$ cat src/rtl/fast_square_sweep_ctrl_pkg.sv
// Shared types and constants for the fast-square sweep sequencer.
// State encodings, default addresses, control bits and config bundle.
package fast_square_sweep_ctrl_pkg;

  typedef enum logic [2:0] {
    S_IDLE   = 3'd0,
    S_ARM    = 3'd1,
    S_SETTLE = 3'd2,
    S_RECORD = 3'd3,
    S_STEP   = 3'd4,
    S_DRAIN  = 3'd5,
    S_DONE   = 3'd6
  } state_e;

  localparam logic [6:0] CTRL_ADDR_DEF   = 7'd3;
  localparam logic [6:0] STEPS_ADDR_DEF  = 7'd4;
  localparam logic [6:0] TIMING_ADDR_DEF = 7'd5;

  localparam int CTRL_START_BIT = 0;
  localparam int CTRL_ABORT_BIT = 1;
  localparam int CTRL_CONT_BIT  = 2;

  localparam int DRAIN_WORDS_DEF = 9;
  localparam int ARM_CYCLES      = 2;

  // Working copy of the sweep settings, frozen on entry to ARM.
  typedef struct packed {
    logic [7:0]  num_steps;
    logic [15:0] settle;
    logic [15:0] timeout;
    logic        cont;
  } sweep_cfg_t;

  // A zero settle time still spends one cycle in SETTLE.
  function automatic logic [15:0] settle_load(
    input logic [15:0] t
  );
    return (t == 16'd0) ? 16'd0 : t - 16'd1;
  endfunction

  function automatic sweep_cfg_t cfg_load(
    input logic [7:0]  steps,
    input logic [31:0] timing,
    input logic        cont
  );
    sweep_cfg_t c;
    c.num_steps = steps;
    c.settle    = timing[15:0];
    c.timeout   = timing[31:16];
    c.cont      = cont;
    return c;
  endfunction

endpackage

$ cat src/rtl/fast_square_sweep_ctrl_setting_reg.sv
// Settings-bus register: captures data when its address is written.
// Holds the value until the next matching write or reset.
module fast_square_sweep_ctrl_setting_reg #(
  parameter logic [6:0]       MY_ADDR  = 7'd0,
  parameter int               WIDTH    = 32,
  parameter logic [WIDTH-1:0] AT_RESET = '0
) (
  input  logic             clock,
  input  logic             reset_n,
  input  logic             strobe,
  input  logic [6:0]       addr,
  input  logic [WIDTH-1:0] data,
  output logic [WIDTH-1:0] out
);

  logic [WIDTH-1:0] val_q;
  logic [WIDTH-1:0] val_d;

  // Next value: take bus data on an address match.
  always_comb begin
    val_d = val_q;
    if (strobe && (addr == MY_ADDR)) begin
      val_d = data;
    end
  end

  // Storage with synchronous reset.
  always_ff @(posedge clock) begin
    if (!reset_n) begin
      val_q <= AT_RESET;
    end else begin
      val_q <= val_d;
    end
  end

  assign out = val_q;

endmodule

$ cat src/rtl/fast_square_sweep_ctrl.sv
// Sweep sequencer for the fast-square RX datapath.
// Drives rx_reset, record and freq_step through a stepped sweep.
module fast_square_sweep_ctrl
  import fast_square_sweep_ctrl_pkg::*;
#(
  parameter logic [6:0] CTRLADDR          = CTRL_ADDR_DEF,
  parameter logic [6:0] STEPSADDR         = STEPS_ADDR_DEF,
  parameter logic [6:0] TIMINGADDR        = TIMING_ADDR_DEF,
  parameter int         RECORD_TICKS_LOG2 = 14,
  parameter int         DRAIN_WORDS       = DRAIN_WORDS_DEF
) (
  input  logic        clock,
  input  logic        reset_n,
  input  logic [6:0]  serial_addr,
  input  logic [31:0] serial_data,
  input  logic        serial_strobe,
  input  logic        data_out_strobe,
  output logic        rx_reset,
  output logic        record,
  output logic        freq_step,
  output logic        busy,
  output logic        sweep_done,
  output logic [7:0]  step_index,
  output logic        drain_overrun
);

  localparam int CW  =
    (RECORD_TICKS_LOG2 > 16) ? RECORD_TICKS_LOG2 : 16;
  localparam int SCW = $clog2(DRAIN_WORDS + 1);

  localparam logic [CW-1:0] ONE      = CW'(1);
  localparam logic [CW-1:0] ARM_LOAD = CW'(ARM_CYCLES - 1);
  localparam logic [CW-1:0] REC_LOAD =
    CW'((64'd1 << RECORD_TICKS_LOG2) - 64'd1);
  localparam logic [SCW-1:0] SC_LAST = SCW'(DRAIN_WORDS - 1);

  logic [7:0]  steps_reg;
  logic [31:0] timing_reg;

  logic ctrl_wr;
  logic start_p;
  logic abort_p;

  state_e         state_q, state_d;
  logic [CW-1:0]  cnt_q, cnt_d;
  logic [SCW-1:0] sc_q, sc_d;
  logic [7:0]     step_q, step_d;
  logic           ovr_q, ovr_d;
  sweep_cfg_t     cfg_q, cfg_d;

  logic rx_q, rx_d;
  logic rec_q, rec_d;
  logic fs_q, fs_d;
  logic busy_q, busy_d;
  logic done_q, done_d;

  logic [8:0]    nsteps9;
  logic          last_step;
  logic          words_done;
  logic          timed_out;
  logic [CW-1:0] settle_ld;

  fast_square_sweep_ctrl_setting_reg #(
    .MY_ADDR (STEPSADDR),
    .WIDTH   (8),
    .AT_RESET(8'd0)
  ) u_steps (
    .clock  (clock),
    .reset_n(reset_n),
    .strobe (serial_strobe),
    .addr   (serial_addr),
    .data   (serial_data[7:0]),
    .out    (steps_reg)
  );

  fast_square_sweep_ctrl_setting_reg #(
    .MY_ADDR (TIMINGADDR),
    .WIDTH   (32),
    .AT_RESET(32'd0)
  ) u_timing (
    .clock  (clock),
    .reset_n(reset_n),
    .strobe (serial_strobe),
    .addr   (serial_addr),
    .data   (serial_data),
    .out    (timing_reg)
  );

  // Abort dominates a start carried by the same write.
  assign ctrl_wr = serial_strobe &&
                   (serial_addr == CTRLADDR);
  assign abort_p = ctrl_wr &&
                   serial_data[CTRL_ABORT_BIT];
  assign start_p = ctrl_wr &&
                   serial_data[CTRL_START_BIT] &&
                   !serial_data[CTRL_ABORT_BIT];

  // A programmed count of zero means a full 256-step sweep.
  assign nsteps9 = (cfg_q.num_steps == 8'd0) ?
                   9'd256 : {1'b0, cfg_q.num_steps};
  assign last_step  = ({1'b0, step_q} + 9'd1) >= nsteps9;
  assign words_done = data_out_strobe && (sc_q == SC_LAST);
  assign timed_out  = (cfg_q.timeout != 16'd0) &&
                      (cnt_q == '0);
  assign settle_ld  = CW'(settle_load(cfg_q.settle));

  // Next state, shared counter reloads and registered-output values.
  always_comb begin
    state_d = state_q;
    cnt_d   = cnt_q;
    sc_d    = sc_q;
    step_d  = step_q;
    ovr_d   = ovr_q;
    cfg_d   = cfg_q;

    unique case (state_q)
      S_IDLE: begin
        if (start_p) begin
          state_d = S_ARM;
          cnt_d   = ARM_LOAD;
          step_d  = '0;
          ovr_d   = 1'b0;
          cfg_d   = cfg_load(steps_reg, timing_reg,
                      serial_data[CTRL_CONT_BIT]);
        end
      end
      S_ARM: begin
        if (cnt_q == '0) begin
          state_d = S_SETTLE;
          cnt_d   = settle_ld;
        end else begin
          cnt_d = cnt_q - ONE;
        end
      end
      S_SETTLE: begin
        if (cnt_q == '0) begin
          state_d = S_RECORD;
          cnt_d   = REC_LOAD;
        end else begin
          cnt_d = cnt_q - ONE;
        end
      end
      S_RECORD: begin
        if (cnt_q == '0) begin
          state_d = S_STEP;
        end else begin
          cnt_d = cnt_q - ONE;
        end
      end
      S_STEP: begin
        state_d = S_DRAIN;
        sc_d    = '0;
        cnt_d   = CW'(cfg_q.timeout - 16'd1);
      end
      S_DRAIN: begin
        if (data_out_strobe) begin
          sc_d = sc_q + SCW'(1);
        end
        if (cnt_q != '0) begin
          cnt_d = cnt_q - ONE;
        end
        if (words_done || timed_out) begin
          if (!words_done) begin
            ovr_d = 1'b1;
          end
          if (!last_step) begin
            state_d = S_SETTLE;
            step_d  = step_q + 8'd1;
            cnt_d   = settle_ld;
          end else if (cfg_q.cont) begin
            state_d = S_ARM;
            step_d  = '0;
            cnt_d   = ARM_LOAD;
            cfg_d   = cfg_load(steps_reg, timing_reg,
                        cfg_q.cont);
          end else begin
            state_d = S_DONE;
          end
        end
      end
      S_DONE: begin
        state_d = S_IDLE;
      end
      default: begin
        state_d = S_IDLE;
      end
    endcase

    if (abort_p) begin
      state_d = S_IDLE;
      step_d  = step_q;
      ovr_d   = ovr_q;
    end

    rx_d   = (state_d == S_ARM);
    rec_d  = (state_d == S_RECORD);
    fs_d   = (state_d == S_STEP);
    busy_d = (state_d != S_IDLE);
    done_d = (state_d == S_DONE);
  end

  // State, counters and output registers; rx_reset held high in reset.
  always_ff @(posedge clock) begin
    if (!reset_n) begin
      state_q <= S_IDLE;
      cnt_q   <= '0;
      sc_q    <= '0;
      step_q  <= '0;
      ovr_q   <= 1'b0;
      cfg_q   <= '0;
      rx_q    <= 1'b1;
      rec_q   <= 1'b0;
      fs_q    <= 1'b0;
      busy_q  <= 1'b0;
      done_q  <= 1'b0;
    end else begin
      state_q <= state_d;
      cnt_q   <= cnt_d;
      sc_q    <= sc_d;
      step_q  <= step_d;
      ovr_q   <= ovr_d;
      cfg_q   <= cfg_d;
      rx_q    <= rx_d;
      rec_q   <= rec_d;
      fs_q    <= fs_d;
      busy_q  <= busy_d;
      done_q  <= done_d;
    end
  end

  assign rx_reset      = rx_q;
  assign record        = rec_q;
  assign freq_step     = fs_q;
  assign busy          = busy_q;
  assign sweep_done    = done_q;
  assign step_index    = step_q;
  assign drain_overrun = ovr_q;

endmodule

$ cat config.mk
export PLATFORM = sky130hd
export DESIGN_NAME = fast_square_sweep_ctrl
export DESIGN_NICKNAME = d
export VERILOG_FILES = /design/src/rtl/fast_square_sweep_ctrl_pkg.sv /design/src/rtl/fast_square_sweep_ctrl_setting_reg.sv /design/src/rtl/fast_square_sweep_ctrl.sv
export SDC_FILE = /design/constraint.sdc
export NUM_CORES = 1
export LEC_CHECK = 0
export ABC_AREA = 1
export BUFFER_PORTS_ARGS = -buffer_cell sky130_fd_sc_hd__buf_4
export CAP_MARGIN = 20
export CORE_MARGIN = 3
export CORE_UTILIZATION = 66
export CTS_CLUSTER_SIZE = 14
export DETAILED_ROUTE_END_ITERATION = 10
export GPL_ROUTABILITY_DRIVEN = 1
export GPL_TIMING_DRIVEN = 0
export HOLD_SLACK_MARGIN = 0.03
export PLACE_DENSITY = 0.94
export SYNTH_ARGS = -nofsm -noshare
export SYNTH_HDL_FRONTEND = slang
export SYNTH_HIERARCHICAL = 1
export SYNTH_SLANG_ARGS = --single-unit
$ cat constraint.sdc
create_clock -name clock -period 7.5 [get_ports clock]
set_input_delay 1.5 -clock clock [delete_from_list [all_inputs] [get_ports clock]]
set_output_delay 1.5 -clock clock [all_outputs]
set_load 0.01 [all_outputs]
==> results.sh, run 1 <==
export IMPL_status="complete, no violations"
export IMPL_syn_instance_count=1274
export IMPL_place_hpwl_microns=15700
export IMPL_startpoint_type="register"
export IMPL_gr_usage_met3=0.0740
export IMPL_crit_fanout=10
export IMPL_wl_per_cell_microns=14.2
export IMPL_switching_power_mw=0.358
export IMPL_clockBufferDepth=2
export IMPL_drtIter0Drc=832
export IMPL_mappedNetlistArea_sq_um=7710
export IMPL_yosysUniqueCellTypes=39
export IMPL_layout_nets=1408
export IMPL_multi_input_area_sq_um=4310
export IMPL_use_met2=0.571
export IMPL_fillers=828
export IMPL_tns_ns=0
export IMPL_hold_path_class="register to register"
export IMPL_io_pins=57
export IMPL_via_per_inst=5.49
export IMPL_dieHeight_microns=114
export IMPL_cts_sink_count=118
export IMPL_synth_most_common_cell="nor2_1"
export IMPL_timing_rr_start="step_index[0]$_SDFFE_PN0P_"
export IMPL_row_count=38
export IMPL_syn_to_final_growth_pct=15.2
export IMPL_postRouteWirelength_microns=21300
export IMPL_synth_ff_latch_count=118
export IMPL_ant_nets=0
export IMPL_hold_viol_final=0
export IMPL_vias=8239
export IMPL_regArea_sq_um=2360
export IMPL_finalSetupViolations=0
export IMPL_yosysTopAreaCellShare=0.306
export IMPL_syn_area_per_cell_sq_um=6.05
export IMPL_gr_total_overflow=0
export IMPL_core_sq_um=11100
export IMPL_die_area_sq_um=13000
export IMPL_relSlewSlack=0.507
export IMPL_crit_path_end="cfg_q[18]$_SDFFE_PN0P_"
export IMPL_grt_max_degree=17
export IMPL_p_leak_nw=4.32
export IMPL_grt_usage=0.338
export IMPL_max_freq_mhz=287
export IMPL_yosysWarnings=6
export IMPL_die_x_microns=114
export IMPL_remaining_drc_errors=0
export IMPL_intPower_mw=1.16
export IMPL_antenna_found_initial=0
export IMPL_pwr_share_clk=0.522
export IMPL_routabilityCongestion=1.01
export IMPL_synth_area_leaders="dfxtp_1 (31%), nor2_1 (13%), nand2_1 (13%)"
export IMPL_h_tree_depth=4
export IMPL_portBuffers=56
export IMPL_crit_type="register to register"
export IMPL_cts_buffers=17
export IMPL_grt_pass1_vias=7856
export IMPL_seq_area_frac_synth=0.306
export IMPL_reg2reg_depth=15
export IMPL_drt_first_pass_iters=8
export IMPL_async_flop_share=0
export IMPL_powerDensity_nw_per_um2=171
export IMPL_fin_crit_sh=0.465
export IMPL_cts_tree="yes"
export IMPL_total_power_mw=1.52
export IMPL_synth_top_area_cell="dfxtp_1"
export IMPL_n_antenna_cell=0
export IMPL_rrSetupSlack_ns=4.01
export IMPL_r2r_end="cfg_q[18]$_SDFFE_PN0P_"
export IMPL_p_comb_frac=0.064
export IMPL_slew_violations=0
export IMPL_grt_pass1_wl_microns=35900
export IMPL_busiest_layer="met2"
export IMPL_drive_gt1_frac=0.131
export IMPL_seqPwrFrac=0.415
export IMPL_endpoint_kind="register"
export IMPL_drv_cap=0
export IMPL_final_min_clock_period_ns=3.49
export IMPL_crit_start="step_index[0]$_SDFFE_PN0P_"
export IMPL_cp_required_ns=7.78
export IMPL_insertion_delay_ns=0.42
export IMPL_rsz0062_at_grt="false"
export IMPL_clk_pin_slew_ns=0.05
export IMPL_postCtsHoldBufs=0
export IMPL_synth_edf_count=0
export IMPL_synth_commonest_cells="nor2_1 (262), nand2_1 (257), inv_1 (190), nand3_1 (122), dfxtp_1 (118)"
export IMPL_cts_resized=0
export IMPL_cts_setup_buffers=0
export IMPL_vdd_drop_max_mv=0.145
export IMPL_worst_pin_slew_ns=0.739
export IMPL_synth_flop_cell="dfxtp_1"
export IMPL_cp_arrival_ns=3.77
export IMPL_synth_fp_nets=1333
export IMPL_finClkSkew_ns=0.00597
export IMPL_cts_root_buf="clkbuf_16"
export IMPL_switching_share=0.235
export IMPL_gr_usage_met1=0.401
export IMPL_initial_utilization=0.693
-- worst min-delay path by stage --
stage | startpoint | to | slack (ns) | cells past startpoint
after detailed placement | u_timing/out[20]$_SDFFE_PN0P_ | u_timing/out[20]$_SDFFE_PN0P_ | 0.47 | 2
after global routing | cfg_q[2]$_SDFFE_PN0P_ | cfg_q[2]$_SDFFE_PN0P_ | 0.50 | 2
after global placement | u_timing/out[12]$_SDFFE_PN0P_ | u_timing/out[12]$_SDFFE_PN0P_ | 0.46 | 2
after floorplan | cfg_q[36]$_SDFFE_PN0P_ | cfg_q[36]$_SDFFE_PN0P_ | 0.45 | 2
after CTS | u_timing/out[25]$_SDFFE_PN0P_ | u_timing/out[25]$_SDFFE_PN0P_ | 0.49 | 2
final | u_timing/out[0]$_SDFFE_PN0P_ | u_timing/out[0]$_SDFFE_PN0P_ | 0.49 | 2
-- placed cells by master, fill, tap and decap left out, types with 17 or more instances in the layout --
cell | synthesis | final
a21oi_1 | 69 | 69
dfxtp_1 | 118 | 118
nand2_1 | 257 | 257
inv_1 | 190 | 190
o21ai_0 | 60 | 60
nor2_1 | 262 | 262
nand3_1 | 122 | 122
buf_4 | 3 | 59
clkbuf_16 | 0 | 17
-- flip-flops by register name (all words and copies together) (netlist names) --
signal and count:
busy 1, cfg_q 41, cnt_q 16, drain_overrun 1, freq_step 1, record 1, rx_reset 1, sc_q 4
state_q 3, step_index 8, sweep_done 1, u_steps/out 8, u_timing/out 32
-- power groups by stage --
stage | Combinational, mW | Sequential [mW] | Clock (mW)
after floorplan | 0.0561 | 0.644 | 0
after global placement | 0.0914 | 0.644 | 0
after detailed placement | 0.0936 | 0.644 | 0
after CTS | 0.0945 | 0.631 | 0.792
after global routing | 0.107 | 0.631 | 0.819
final | 0.0967 | 0.631 | 0.794
-- layout make-up --
type                       instances  area share
timing repair buffer              56      0.0473
multi-input combinational        906       0.485
clock inverter                    11      0.0142
inverter                         207      0.0878
buffer                            43      0.0293
clock buffer                      21      0.0507
tap                              140      0.0197
sequential                       118       0.266
-- metal layers --
metal  vias to the layer above  share of wire
met5                         -              0
met3                        93          0.076
met4                         0          0.042
met2                       395           0.47
li1                       4125              -
met1                      3626           0.41
-- cell families (layout without fill, tap and decap cells) --
family / count (synthesis) / in the layout / synth area share
DFF: 118 / 118 / 0.306
buffers and inverters: 250 / 338 / 0.135
adders and majority gates: 16 / 16 / 0.0260
and+or+nand+nor: 727 / 727 / 0.414
AOI/OAI and AO/OA: 143 / 143 / 0.0958
xor gates and xnor gates: 20 / 20 / 0.0227
-- stage by stage --
stage	setup WS (ns)	area, sq um	std cells	util	hold WS [ns]
4_1_cts	4.12	8880	1502	0.798	0.486
3_3_place_gp	4.23	8300	1470	0.746	0.463
6_report	4.01	8880	1502	0.798	0.485
3_5_place_dp	4.13	8300	1470	0.746	0.472
2_1_floorplan	4.72	7710	1274	-	0.447
5_1_grt	3.79	8880	1502	0.798	0.501
-- worst max-delay path: stages (launching register included) --
cell and delay [ns]:
dfxtp_1 0.53, ha_1 0.25, nand3_1 0.13, nor3b_1 0.31, nand2_1 0.10, nor2_1 0.16, ha_1 0.27, nand2_1 0.13
inv_1 0.05, a21oi_1 0.21, nand4_1 0.21, nand2_1 0.18, nand2_1 0.11, nand3_4 0.16, clkbuf_1 0.39, a21oi_1 0.15
No activity file was read; power rests on OpenSTA's default activity.
==> run 2: changes to the inputs <==
--- a/config.mk
+++ b/config.mk
@@ -5,17 +5,17 @@
 export SDC_FILE = /design/constraint.sdc
 export NUM_CORES = 1
 export LEC_CHECK = 0
-export ABC_AREA = 1
+export ABC_AREA = 0
 export BUFFER_PORTS_ARGS = -buffer_cell sky130_fd_sc_hd__buf_4
 export CAP_MARGIN = 20
 export CORE_MARGIN = 3
-export CORE_UTILIZATION = 66
+export CORE_UTILIZATION = 60
 export CTS_CLUSTER_SIZE = 14
 export DETAILED_ROUTE_END_ITERATION = 10
 export GPL_ROUTABILITY_DRIVEN = 1
 export GPL_TIMING_DRIVEN = 0
 export HOLD_SLACK_MARGIN = 0.03
-export PLACE_DENSITY = 0.94
+export PLACE_DENSITY = 0.88
 export SYNTH_ARGS = -nofsm -noshare
 export SYNTH_HDL_FRONTEND = slang
 export SYNTH_HIERARCHICAL = 1
==> constraint.sdc (replaced) <==
create_clock -name clock -period 3.3 [get_ports clock]
set_input_delay 0.66 -clock clock [delete_from_list [all_inputs] [get_ports clock]]
set_output_delay 0.66 -clock clock [all_outputs]
set_load 0.01 [all_outputs]
==> run 2 against run 1 <==
Against the previous run: synthesized area is 16% lower; final cell count fell by 29%; combinational power up 24%; wire length is 12% lower; count of clock-buffer cells in the layout decreased by 2; design area fell by 12%; worst setup slack got worse by 3.9 ns; non-clock buffer count is 8 higher; worst hold slack worse by 0.12 ns; highest routed layer unchanged.
==> results.sh, run 2 <==
export IMPL_design_area_sq_um=7780
export IMPL_yosys_area_share_xor_xnor=0.0498
export IMPL_yosysTopAreaCellShare=0.363
export IMPL_die_area_sq_um=12100
export IMPL_postCtsHoldBufs=0
export IMPL_grt_usage=0.304
export IMPL_core_sq_um=10400
export IMPL_ant_nets=0
export IMPL_mappedNetlistArea_sq_um=6510
export IMPL_post_place_ws_ns=-0.638
export IMPL_via_per_inst=6.11
export IMPL_final_min_clock_period_ns=3.20
export IMPL_place_hpwl_microns=12700
export IMPL_total_power_mw=3.21
export IMPL_synth_area_leaders="dfxtp_1 (36%), nand2_1 (9.4%), a21oi_1 (6.3%)"
export IMPL_pwr_share_clk=0.517
export IMPL_max_freq_mhz=312
export IMPL_yosysUniqueCellTypes=70
export IMPL_switching_share=0.242
export IMPL_synth_most_common_cell="nand2_1"
export IMPL_routabilityCongestion=1.01
export IMPL_status="complete, no violations"
export IMPL_synth_edf_count=0
export IMPL_synth_flop_cell="dfxtp_1"
export IMPL_p_comb_frac=0.037
export IMPL_gr_total_overflow=0
export IMPL_drive_gt1_frac=0.147
export IMPL_cts_tree="yes"
export IMPL_layout_commonest_cell="nand2_1"
export IMPL_crit_fanout=10
export IMPL_regMostFlops="cfg_q"
export IMPL_synth_top_family_by_area="simple AND/OR/NAND/NOR gates"
export IMPL_switching_power_mw=0.777
export IMPL_synth_commonest_cells="nand2_1 (163), dfxtp_1 (118), a21oi_1 (82), nand3_1 (61), nor2_1 (55)"
export IMPL_synth_mux_area_frac=0.0631
export IMPL_drtIter0Drc=582
export IMPL_syn_area_per_cell_sq_um=7.80
export IMPL_die_x_microns=110
export IMPL_postRouteWirelength_microns=18700
export IMPL_row_count=37
export IMPL_slew_violations=0
export IMPL_setup_slack_ns=0.0991
export IMPL_endpoint_kind="register"
export IMPL_syn_to_final_growth_pct=19.5
export IMPL_crit_type="register to register"
export IMPL_fin_crit_sh=0.970
export IMPL_synth_top_area_cell="dfxtp_1"
export IMPL_yosys_area_share_simple=0.278
export IMPL_synth_ff_latch_count=118
export IMPL_grt_pass1_vias=5768
export IMPL_seqPwrFrac=0.445
export IMPL_intPower_mw=2.43
export IMPL_h_tree_depth=4
export IMPL_clockBufferDepth=2
export IMPL_cp_arrival_ns=3.67
export IMPL_largest_register_ffs=41
export IMPL_relSlewSlack=0.399
export IMPL_dieHeight_microns=110
export IMPL_p_leak_nw=2.91
export IMPL_layout_nets=972
export IMPL_wl_per_cell_microns=17.6
export IMPL_rsz0062_at_grt="true"
export IMPL_seq_area_frac_synth=0.363
export IMPL_hold_path_class="primary input to register"
export IMPL_cts_root_buf="clkbuf_8"
export IMPL_vias=6489
export IMPL_drv_cap=0
export IMPL_fin_cells=1062
export IMPL_finClkSkew_ns=0.00825
export IMPL_drt_first_pass_iters=5
export IMPL_powerDensity_nw_per_um2=412
export IMPL_portBuffers=56
export IMPL_n_antenna_cell=0
export IMPL_io_pins=57
export IMPL_yosys_area_share_adder=0.0323
export IMPL_placed_area_sq_um=7100
export IMPL_synth_fp_nets=893
export IMPL_cp_required_ns=3.77
export IMPL_cts_sink_count=118
export IMPL_grt_pass1_wl_microns=28500
export IMPL_syn_instance_count=834
export IMPL_cts_buffers=17
export IMPL_vdd_drop_max_mv=0.446
export IMPL_final_cell_mix="nand2_1 (163), dfxtp_1 (117), a21oi_1 (80), buf_4 (62), nand3_1 (61)"
export IMPL_startpoint_type="register"
export IMPL_async_flop_share=0
export IMPL_tns_ns=0
export IMPL_remaining_drc_errors=0
export IMPL_clk_pin_slew_ns=0.06
export IMPL_synth_compound_area_frac=0.163
export IMPL_antenna_found_initial=0
export IMPL_worst_pin_slew_ns=0.893
export IMPL_grt_max_degree=17
export IMPL_place_detailed_instances=1026
export IMPL_hold_viol_final=0
export IMPL_insertion_delay_ns=0.55
export IMPL_yosysWarnings=6
export IMPL_initial_utilization=0.625
export IMPL_finalSetupViolations=0
-- run 2: final timing paths --
path                              endpoint                   startpoint  slack (ns)  cells after the start
max             step_index[0]$_SDFFE_PN0P_   step_index[0]$_SDFFE_PN0P_         0.1                     13
max reg2reg     step_index[0]$_SDFFE_PN0P_   step_index[0]$_SDFFE_PN0P_         0.1                     13
min          u_timing/out[11]$_SDFFE_PN0P_              serial_data[11]        0.37                      3
min reg2reg    u_steps/out[6]$_SDFFE_PN0P_  u_steps/out[6]$_SDFFE_PN0P_        0.46                      2
-- run 2: per-layer routing --
metal  vias to the layer above  GRT usage  routed length (microns)
met1                      2999      0.391                     7650
met3                        61     0.0821                     1580
met4                         0      0.123                      645
met5                         -          0                        0
li1                       3129          -                        -
met2                       300      0.484                     8810
-- run 2: worst max-delay path, stage by stage, from the launching register on --
cell and delay, ns:
dfxtp_2 0.38, ha_1 0.20, nand3_1 0.14, nor2_2 0.17
and3_1 0.18, ha_1 0.27, a21oi_1 0.23, o21ai_2 0.13
a211o_1 0.36, a22oi_2 0.25, o211ai_4 0.14, buf_4 0.20
or3_1 0.34, a21oi_1 0.14
-- run 2: cell type report --
cell class | count | area (sq um)
clock buffers | 19 | 432
repair buffers | 61 | 458
well taps | 136 | 170
inverters | 25 | 93.8
clock inverters | 13 | 101
fillers | 785 | 2640
multi-input cells | 644 | 3910
flip-flops and latches | 118 | 2360
plain buffers | 46 | 250
-- run 2: timing repair --
item,4_1_cts,5_1_grt
hold endpoints to repair,0,0
setup endpoints to repair,55,67
resized for setup,9,28
buffers inserted,1,4
pin swaps,1,6
-- run 2: logic make-up after synthesis --
logic type / after synthesis
muxes: 41
and+or+nand+nor: 372
DFF: 118
adders and majority gates: 17
buffers and inverters: 72
AOI/OAI and AO/OA: 177
xor gates and xnor gates: 37
-- run 2: power groups by stage --
stage / sequential, mW / clock [mW] / combinational (mW)
final: 1.43 / 1.66 / 0.120
after global placement: 1.46 / 0 / 0.114
after global routing: 1.43 / 1.73 / 0.129
after detailed placement: 1.46 / 0 / 0.115
after floorplan: 1.46 / 0 / 0.0500
after CTS: 1.43 / 1.67 / 0.116
-- run 2: metrics by stage --
step           utilization  hold WS (ns)
3_5_place_dp         0.681         0.450
4_1_cts              0.735         0.358
6_report             0.747         0.366
2_1_floorplan            -         0.435
3_3_place_gp         0.681         0.444
5_1_grt              0.747         0.370
